$ cat src/rtl/gpio_seq_pkg.sv
// Shared definitions for the GPIO pattern sequencer: config register map,
// CTRL bit positions and sequencer state encoding.
package gpio_seq_pkg;

    // Config port byte offsets
    localparam logic [5:0] ADDR_CTRL     = 6'h00;
    localparam logic [5:0] ADDR_STATUS   = 6'h04;
    localparam logic [5:0] ADDR_INTERVAL = 6'h08;
    localparam logic [5:0] ADDR_LEN      = 6'h0C;
    localparam logic [5:0] ADDR_PAT_BASE = 6'h20;

    // CTRL register bits
    localparam int CTRL_START = 0;
    localparam int CTRL_STOP  = 1;
    localparam int CTRL_LOOP  = 2;

    typedef enum logic [1:0] {
        ST_IDLE  = 2'd0,
        ST_WRITE = 2'd1,
        ST_WAIT  = 2'd2
    } seq_state_t;

endpackage

$ cat src/rtl/gpio_seq_timer.sv
// Interval down-counter: loads a value, counts down to zero while enabled and
// then holds at zero.
module gpio_seq_timer #(
    parameter int CNT_W = 16
) (
    input  logic             PCLK,
    input  logic             PRESETn,
    input  logic             load,
    input  logic [CNT_W-1:0] load_val,
    input  logic             en,
    output logic             zero
);

    logic [CNT_W-1:0] cnt;

    // Load has priority; decrement stops at zero
    always_ff @(posedge PCLK or negedge PRESETn) begin
        if (!PRESETn) begin
            cnt <= '0;
        end else if (load) begin
            cnt <= load_val;
        end else if (en && (cnt != '0)) begin
            cnt <= cnt - CNT_W'(1);
        end
    end

    assign zero = (cnt == '0);

endmodule

$ cat src/rtl/gpio_pattern_seq.sv
// Autonomous GPIO pattern sequencer. Software fills a pattern table and sets
// interval/length over the config port; the FSM then replays the table onto
// the gpio write port, once or looping, one strobe every INTERVAL+2 cycles.
module gpio_pattern_seq
    import gpio_seq_pkg::*;
#(
    parameter int DEPTH = 8,
    parameter int CNT_W = 16
) (
    input  logic        PCLK,
    input  logic        PRESETn,
    input  logic        PSEL,
    input  logic        PWRITE,
    input  logic [5:0]  PADDR,
    input  logic [31:0] PWDATA,
    output logic [31:0] PRDATA,
    output logic        g_psel,
    output logic        g_pwrite,
    output logic [31:0] g_pwdata,
    output logic        busy,
    output logic        done_pulse
);

    localparam int         IDX_W   = (DEPTH > 1) ? $clog2(DEPTH) : 1;
    localparam logic [4:0] DEPTH_L = 5'(DEPTH);

    seq_state_t       state;
    logic [4:0]       idx;
    logic             loop_q;
    logic [CNT_W-1:0] interval_q;
    logic [4:0]       len_q;
    logic [7:0]       pattern [DEPTH];
    logic             start_q;
    logic             busy_q;
    logic             g_psel_q;
    logic             done_q;

    logic             wr_en;
    logic             wr_ctrl;
    logic             stop_req;
    logic [3:0]       pat_word;
    logic             pat_hit;
    logic [4:0]       len_eff;
    logic             last_entry;
    logic             cnt_zero;
    logic             unused_pwdata;

    assign wr_en    = PSEL && PWRITE;
    assign wr_ctrl  = wr_en && (PADDR == ADDR_CTRL);
    // STOP acts directly on the FSM so it lands on the edge that samples it
    assign stop_req = wr_ctrl && PWDATA[CTRL_STOP];

    assign pat_word = PADDR[5:2] - ADDR_PAT_BASE[5:2];
    assign pat_hit  = (PADDR >= ADDR_PAT_BASE) && (PADDR[1:0] == 2'b00) &&
                      ({1'b0, pat_word} < DEPTH_L);

    assign len_eff    = (len_q > DEPTH_L) ? DEPTH_L : len_q;
    assign last_entry = (({1'b0, idx} + 6'd1) >= {1'b0, len_eff});

    assign unused_pwdata = ^PWDATA[31:CNT_W];

    gpio_seq_timer #(
        .CNT_W (CNT_W)
    ) u_timer (
        .PCLK     (PCLK),
        .PRESETn  (PRESETn),
        .load     (state == ST_WRITE),
        .load_val (interval_q),
        .en       (state == ST_WAIT),
        .zero     (cnt_zero)
    );

    // Control registers; START is latched for one cycle and only accepted when idle
    always_ff @(posedge PCLK or negedge PRESETn) begin
        if (!PRESETn) begin
            start_q    <= 1'b0;
            loop_q     <= 1'b0;
            interval_q <= '0;
            len_q      <= '0;
        end else begin
            start_q <= wr_ctrl && PWDATA[CTRL_START] && !PWDATA[CTRL_STOP] && !busy_q;
            if (wr_ctrl) begin
                loop_q <= PWDATA[CTRL_LOOP];
            end
            if (wr_en && (PADDR == ADDR_INTERVAL) && !busy_q) begin
                interval_q <= PWDATA[CNT_W-1:0];
            end
            if (wr_en && (PADDR == ADDR_LEN) && !busy_q) begin
                len_q <= PWDATA[4:0];
            end
        end
    end

    // Pattern table; writable at any time, a running sequence picks up new values
    always_ff @(posedge PCLK or negedge PRESETn) begin
        if (!PRESETn) begin
            for (int i = 0; i < DEPTH; i++) begin
                pattern[i] <= '0;
            end
        end else if (wr_en && pat_hit) begin
            pattern[pat_word[IDX_W-1:0]] <= PWDATA[7:0];
        end
    end

    // Sequencer FSM with registered strobe, busy and done outputs
    always_ff @(posedge PCLK or negedge PRESETn) begin
        if (!PRESETn) begin
            state    <= ST_IDLE;
            idx      <= '0;
            busy_q   <= 1'b0;
            g_psel_q <= 1'b0;
            done_q   <= 1'b0;
        end else begin
            g_psel_q <= 1'b0;
            done_q   <= 1'b0;
            if (stop_req) begin
                state  <= ST_IDLE;
                busy_q <= 1'b0;
            end else begin
                case (state)
                    ST_IDLE: begin
                        if (start_q && (len_q != '0)) begin
                            state    <= ST_WRITE;
                            idx      <= '0;
                            busy_q   <= 1'b1;
                            g_psel_q <= 1'b1;
                        end
                    end
                    ST_WRITE: begin
                        state <= ST_WAIT;
                    end
                    ST_WAIT: begin
                        if (cnt_zero) begin
                            if (!last_entry) begin
                                idx      <= idx + 5'd1;
                                state    <= ST_WRITE;
                                g_psel_q <= 1'b1;
                            end else if (loop_q) begin
                                idx      <= '0;
                                state    <= ST_WRITE;
                                g_psel_q <= 1'b1;
                            end else begin
                                state  <= ST_IDLE;
                                busy_q <= 1'b0;
                                done_q <= 1'b1;
                            end
                        end
                    end
                    default: begin
                        state  <= ST_IDLE;
                        busy_q <= 1'b0;
                    end
                endcase
            end
        end
    end

    assign g_psel     = g_psel_q;
    assign g_pwrite   = g_psel_q;
    assign g_pwdata   = g_psel_q ? {24'h0, pattern[idx[IDX_W-1:0]]} : 32'h0;
    assign busy       = busy_q;
    assign done_pulse = done_q;

    // Config readback, combinational on PADDR
    always_comb begin
        PRDATA = '0;
        if (pat_hit) begin
            PRDATA[7:0] = pattern[pat_word[IDX_W-1:0]];
        end else begin
            case (PADDR)
                ADDR_CTRL:     PRDATA[CTRL_LOOP] = loop_q;
                ADDR_STATUS: begin
                    PRDATA[0]    = busy_q;
                    PRDATA[12:8] = idx;
                end
                ADDR_INTERVAL: PRDATA[CNT_W-1:0] = interval_q;
                ADDR_LEN:      PRDATA[4:0] = len_q;
                default:       PRDATA = '0;
            endcase
        end
    end

endmodule

$ cat config.mk
export PLATFORM = sky130hd
export DESIGN_NAME = gpio_pattern_seq
export DESIGN_NICKNAME = d
export VERILOG_FILES = /design/src/rtl/gpio_seq_pkg.sv /design/src/rtl/gpio_seq_timer.sv /design/src/rtl/gpio_pattern_seq.sv
export SDC_FILE = /design/constraint.sdc
export NUM_CORES = 1
export LEC_CHECK = 0
export CAP_MARGIN = 5
export CORE_ASPECT_RATIO = 0.9
export CORE_UTILIZATION = 54
export CTS_CLUSTER_DIAMETER = 60
export DETAILED_ROUTE_END_ITERATION = 10
export HOLD_SLACK_MARGIN = 0.06
export MAX_ROUTING_LAYER = met4
export PLACE_DENSITY_LB_ADDON = 0.25
export SLEW_MARGIN = 40
export SYNTH_ARGS = -nofsm -noshare
export SYNTH_HDL_FRONTEND = slang
export SYNTH_SLANG_ARGS = --single-unit
$ cat constraint.sdc
create_clock -name PCLK -period 4.55 [get_ports PCLK]
set_clock_uncertainty 0.15 [all_clocks]
set_input_delay 0.91 -clock PCLK [delete_from_list [all_inputs] [get_ports PCLK]]
set_output_delay 0.91 -clock PCLK [all_outputs]
set_load 0.02 [all_outputs]
---- Word-level counts from Yosys, hierarchy flattened ----
Cells that the tools add are included.
storage, ports and cells
  flip-flop bits (word level) ............. 113
  input bits .............................. 42
  logic and storage cells ................. 124
cells by class
  $add $sub $neg .......................... 4
  order comparisons ....................... 7
  eq/ne operators ......................... 13
  muxes and demuxes ....................... 50
  bitwise gates (word level) .............. 3
  reduce and logical (&&, ||, !) cells .... 29
operators by type and width
  cell                                                 count
  bitwise mux 64 bit                                   1
  two-way mux 8 bit                                    8
  binary-select mux 8 bit (select 3 bit)               2
  two-way mux 16 bit                                   2
  two-way mux 5 bit                                    5
  demux 8 bit (select 3 bit)                           1
  one-hot mux 5 bit (2 select lines)                   2
  two-way mux 1 bit                                    17
  logical AND 1 bit                                    16
  logical NOT 16 bit                                   1
  nonzero test 16 bit                                  1
  subtractor 16 x 1 -> 16 bit, second input constant   1
  != test 3 bit, second input constant                 5
  equality test 6 x 4 -> 1 bit, second input constant  2
  AND reduction 5 bit                                  2
  one-hot mux 1 bit (3 select lines)                   3
  >= comparator 4 bit, second input constant           2
  NOT 3 -> 4 bit                                       2
  adder 5 x 1 -> 6 bit, second input constant          1
  equality test 6 x 3 -> 1 bit, second input constant  1
  >= comparator 6 x 5 -> 1 bit                         1
  >= comparator 6 bit, second input constant           1
  logical NOT 6 bit                                    1
  two-way mux 2 bit                                    3
  other kinds (18)                                     25

---- Logic depth before layout (Yosys ltp) ----
  depth in word-level cells ............... 7
  mapped depth ............................ 13

---- By module ----
A second synthesis with hierarchy kept.
second synthesis, totals
  cells, all modules ...................... 538
  area, all modules ....................... 6553.8 um^2
by module, submodules not included
  module            instances  cells each  area an instance (um^2)  sequential area each (um^2)
  gpio_pattern_seq  1          427         5546.6                   2427.3
  gpio_seq_timer    1          111         1007.2                   400.4

---- Worst setup path before layout ----
No wires, ideal clock.
  kind .................................... input to output
  from .................................... input PADDR[2]
  to ...................................... output PRDATA[5]
  data arrival time ....................... 2.319 ns
  required time ........................... 3.490 ns
  setup slack ............................. 1.171 ns
  stages .................................. 5
  path buffers ............................ 2
  path through ............................ buf_2 -> buf_2 -> mux4_2 -> mux2i_1 -> o21ai_0
between the ends
  cells in the longest elaborated chain, start to end .. 6
  elaborated cells on any way between the ends .. 12
  those cells by class .................... 1 x add/sub; 2 x order compare; 1 x eq/ne; 5 x mux; 1 x bitwise; 2 x reduce/logical
ends and longest elaborated chain
  what                                                   RTL line                 text
  from (decl)                                            gpio_pattern_seq.sv:14   input logic [5:0] PADDR,
  subtractor 4 bit                                       gpio_pattern_seq.sv:53   assign pat_word = PADDR[5:2] - ADDR_PAT_BASE[5:2];
  NOT 3 -> 4 bit (implied by the code)                   gpio_pattern_seq.sv:168  PRDATA[7:0] = pattern[pat_word[IDX_W-1:0]];
  binary-select mux 8 bit (select 3 bit)                 gpio_pattern_seq.sv:168
  two-way mux 8 bit (implied by the code) (2 in series)  gpio_pattern_seq.sv:168
  two-way mux 8 bit *                                    gpio_pattern_seq.sv:167  if (pat_hit) begin
  to (decl)                                              gpio_pattern_seq.sv:16   output logic [31:0] PRDATA,
Every way passes the cells marked *; elsewhere a longest branch is shown, timed or not. The select of a mux whose other input is x is not followed.

---- Worst setup path after layout ----
  from .................................... input PADDR[1]
  to ...................................... output PRDATA[2]
between the ends
  cells in the longest elaborated chain, start to end .. 4
  elaborated cells on any way between the ends .. 9
  those cells by class .................... 1 x order compare; 2 x eq/ne; 2 x mux; 4 x reduce/logical
ends and longest elaborated chain
  what                                                      RTL line                 text
  >= comparator 6 bit or logical NOT 2 bit (tied branches)  gpio_pattern_seq.sv:54   assign pat_hit = (PADDR >= ADDR_PAT_BASE) && (PADDR[1:0] == 2'b00) &&
  logical AND 1 bit (2 in series)                           gpio_pattern_seq.sv:54
  two-way mux 8 bit *                                       gpio_pattern_seq.sv:167
Every way passes the cells marked *; elsewhere a longest branch is shown, timed or not.

==> metrics <==
CTS clk-pin slew, worst paths 50 ps; Yosys warnings 0; Max-Cap Viols 0; Row Count 37; Post-synth EDFFs 0; Mapped Area 0.006599 mm^2; Via density 6.124; post-CTS sizing 0; total gr overflow 0; clock buffer count from CTS 17; Setup Fix Bufs, Post-CTS 0; worst hold margin 342.8 ps; largest net degree at the start of global routing 89; critical path arrival 3100 ps; CP Class input pin to primary output; Max VDD drop 0.2801 mV; n_diodes 0; HPWL Detailed 9951 um; Post-Route WL 15770 um; GRT Util Overall 27.25%; unrepaired setup endpoints after global routing no; PortBufs 53; first-pass GRT wire length 24810 um; Synth Flop Type dfrtp_1; antenna viol nets, final 0; CTS tree done; Yosys reg bits 113; vias in the first global route 4519; startpoint types input pin; Synth-to-Final Area Change 18.15%; Gate Count Post-Synth 535; CP Buf/Inv Count 2; final setup fails 0; post-layout util 66.83%; Routability Congestion 0.8357; worst-margin pin slew 720.1 ps; Slew Limit Fails 0; fin crit share 91.42%; Filler Cell Count 867; H-tree Lvls 4; ordered list of cells on the worst path clkdlybuf4s50_1, or4_1, o22ai_1, clkdlybuf4s50_1; fraction of layout cells with a size suffix above 1 31.32%; WP data required 3490 ps; syn avg cell area 12.33 um^2; initial antenna violation count 0; Die Height 106.9 um; CP Capture Type primary output; final instance area 0.007796 mm^2; 1st-iter DRT viols 366; Slew HR 51.85%; sequential share of the synthesized area 42.85%; leakage power 3.520 nW; hold violation count in the final report 0; Die ar. 0.01267 mm^2; first-pass iteration count of the detailed router 5; wire per inst 20.94 um; Crit path top cell by count clkdlybuf4s50_1; Tmin final 4160 ps; clk sinks 113; clk buf depth 2; DRC 0; fin cells 753; Worst Hold Class flip-flop to flip-flop; Ports 110; Post-DP Area 0.007091 mm^2; f_max 240.4 MHz; hold buffer count at CTS 0; Slowest-stage cell, CP or4_1; nets@finish 633; CP top delay family buffers and inverters; Core ar. 0.01167 mm^2; TNS Setup 0 ps; Die X 118.5 um; insertion delay to the later sink of the worst-skew pair 410 ps; CP max stage delay 810 ps; Yosys cell types 60; P per Cell Area 386.6 mW/mm^2; Vias 4611; Starting Density 56.56%; CP max FO 10; clk root buf clkbuf_16; Inst Count DP 720; run status complete, no violations; Synth async-reset ratio 100.0%
[per-layer routing]
metal	vias to the layer above	routed length [um]	global-route usage, %	share of wire [%]
li1	2014	-	-	-
met1	2374	6830	36.59	43
met2	206	7513	41.31	48
met3	17	1232	7.287	7.8
met4	0	190	7.143	1.2
met5	-	0	-	0
[tightest hold or removal path, cell delays in order (launching register included)]
cell	delay, ps
dfrtp_1	350
nand2_1	50
nand3_1	60
[cell usage in the layout, fill, tap and decap left out, types with 8 or more instances in the layout]
master	count
a21oi_1	9
buf_4	8
clkbuf_16	17
clkdlybuf4s50_1	51
conb_1	41
dfrtp_1	113
mux2_2	87
mux2i_1	25
mux4_2	32
nand2_1	29
nand3_1	8
nor2_1	19
nor2b_1	11
o21ai_0	12
[per-stage QoR]
stage	setup WS, ps	total power [mW]
5_1_grt	331.8	3.107
3_3_place_gp	397.6	1.456
6_report	390.3	3.014
4_1_cts	374.4	3.012
3_5_place_dp	401.6	1.472
2_1_floorplan	1171	1.389
[sequential cells by signal, summed over array words and instances (netlist names), 2 cells and up]
name / cells
pattern: 64
interval_q: 16
u_timer.cnt: 16
idx: 5
len_q: 5
state: 2
[layout make-up]
| cell class | count | area [um^2] | share of cell area (%) |
|---|---|---|---|
| inverter | 8 | 30.03 | 0.3852 |
| timing repair buffer | 63 | 624.3 | 8.008 |
| sequential | 113 | 2828 | 36.27 |
| clock buffer | 22 | 484.2 | 6.211 |
| multi-input combinational | 381 | 3432 | 44.02 |
| clock inverter | 10 | 202.7 | 2.600 |
| tap | 156 | 195.2 | 2.504 |
[cell families (layout without fill, tap and decap cells)]
kind of cell,count (synthesis),count (layout),synth area share (%)
AOI/OAI and AO/OA,61,61,6.447
other,2,41,0.1138
xor gates and xnor gates,5,5,0.6636
DFF,113,113,42.85
buffers and inverters,80,103,7.414
and+or+nand+nor,122,122,11.45
muxes,145,145,29.73
adders and majority gates,7,7,1.327
[power by group]
part           switching, mW  total [mW]  internal [mW]
combinational          0.175       0.334          0.159
sequential            0.0541        1.13           1.07
clock                  0.471        1.55           1.08
[worst paths after layout]
check	slack, ps	start	end	cells after the start
max in group asynchronous	2990	PRESETn	interval_q[6]$_DFFE_PN0P_	2
worst max-delay path	390	PADDR[1]	PRDATA[2]	4
worst max register to register	1450	idx[0]$_DFFE_PN0P_	idx[2]$_DFFE_PN0P_	10
min in group asynchronous	390	PRESETn	u_timer.cnt[9]$_DFFE_PN0P_	1
worst min register to register	340	interval_q[13]$_DFFE_PN0P_	u_timer.cnt[13]$_DFFE_PN0P_	2
worst min-delay path	340	interval_q[13]$_DFFE_PN0P_	u_timer.cnt[13]$_DFFE_PN0P_	2
[Yosys cell counts, types with 7 or more instances]
| cell type | number | area, um^2 |
|---|---|---|
| a21oi_1 | 9 | 45.04 |
| nand3_1 | 8 | 40.04 |
| mux4_2 | 32 | 720.7 |
| buf_2 | 10 | 50.05 |
| nor2_1 | 19 | 71.32 |
| dfrtp_1 | 113 | 2828 |
| mux2_2 | 87 | 979.7 |
| o21ai_0 | 12 | 60.06 |
| nand2_1 | 29 | 108.9 |
| clkbuf_1 | 11 | 41.29 |
| nor2b_1 | 12 | 75.07 |
| ha_1 | 7 | 87.58 |
| buf_4 | 43 | 322.8 |
| inv_1 | 7 | 26.28 |
| nor3_1 | 7 | 35.03 |
| mux2i_1 | 25 | 250.2 |
(Power assumes the default switching activity.)
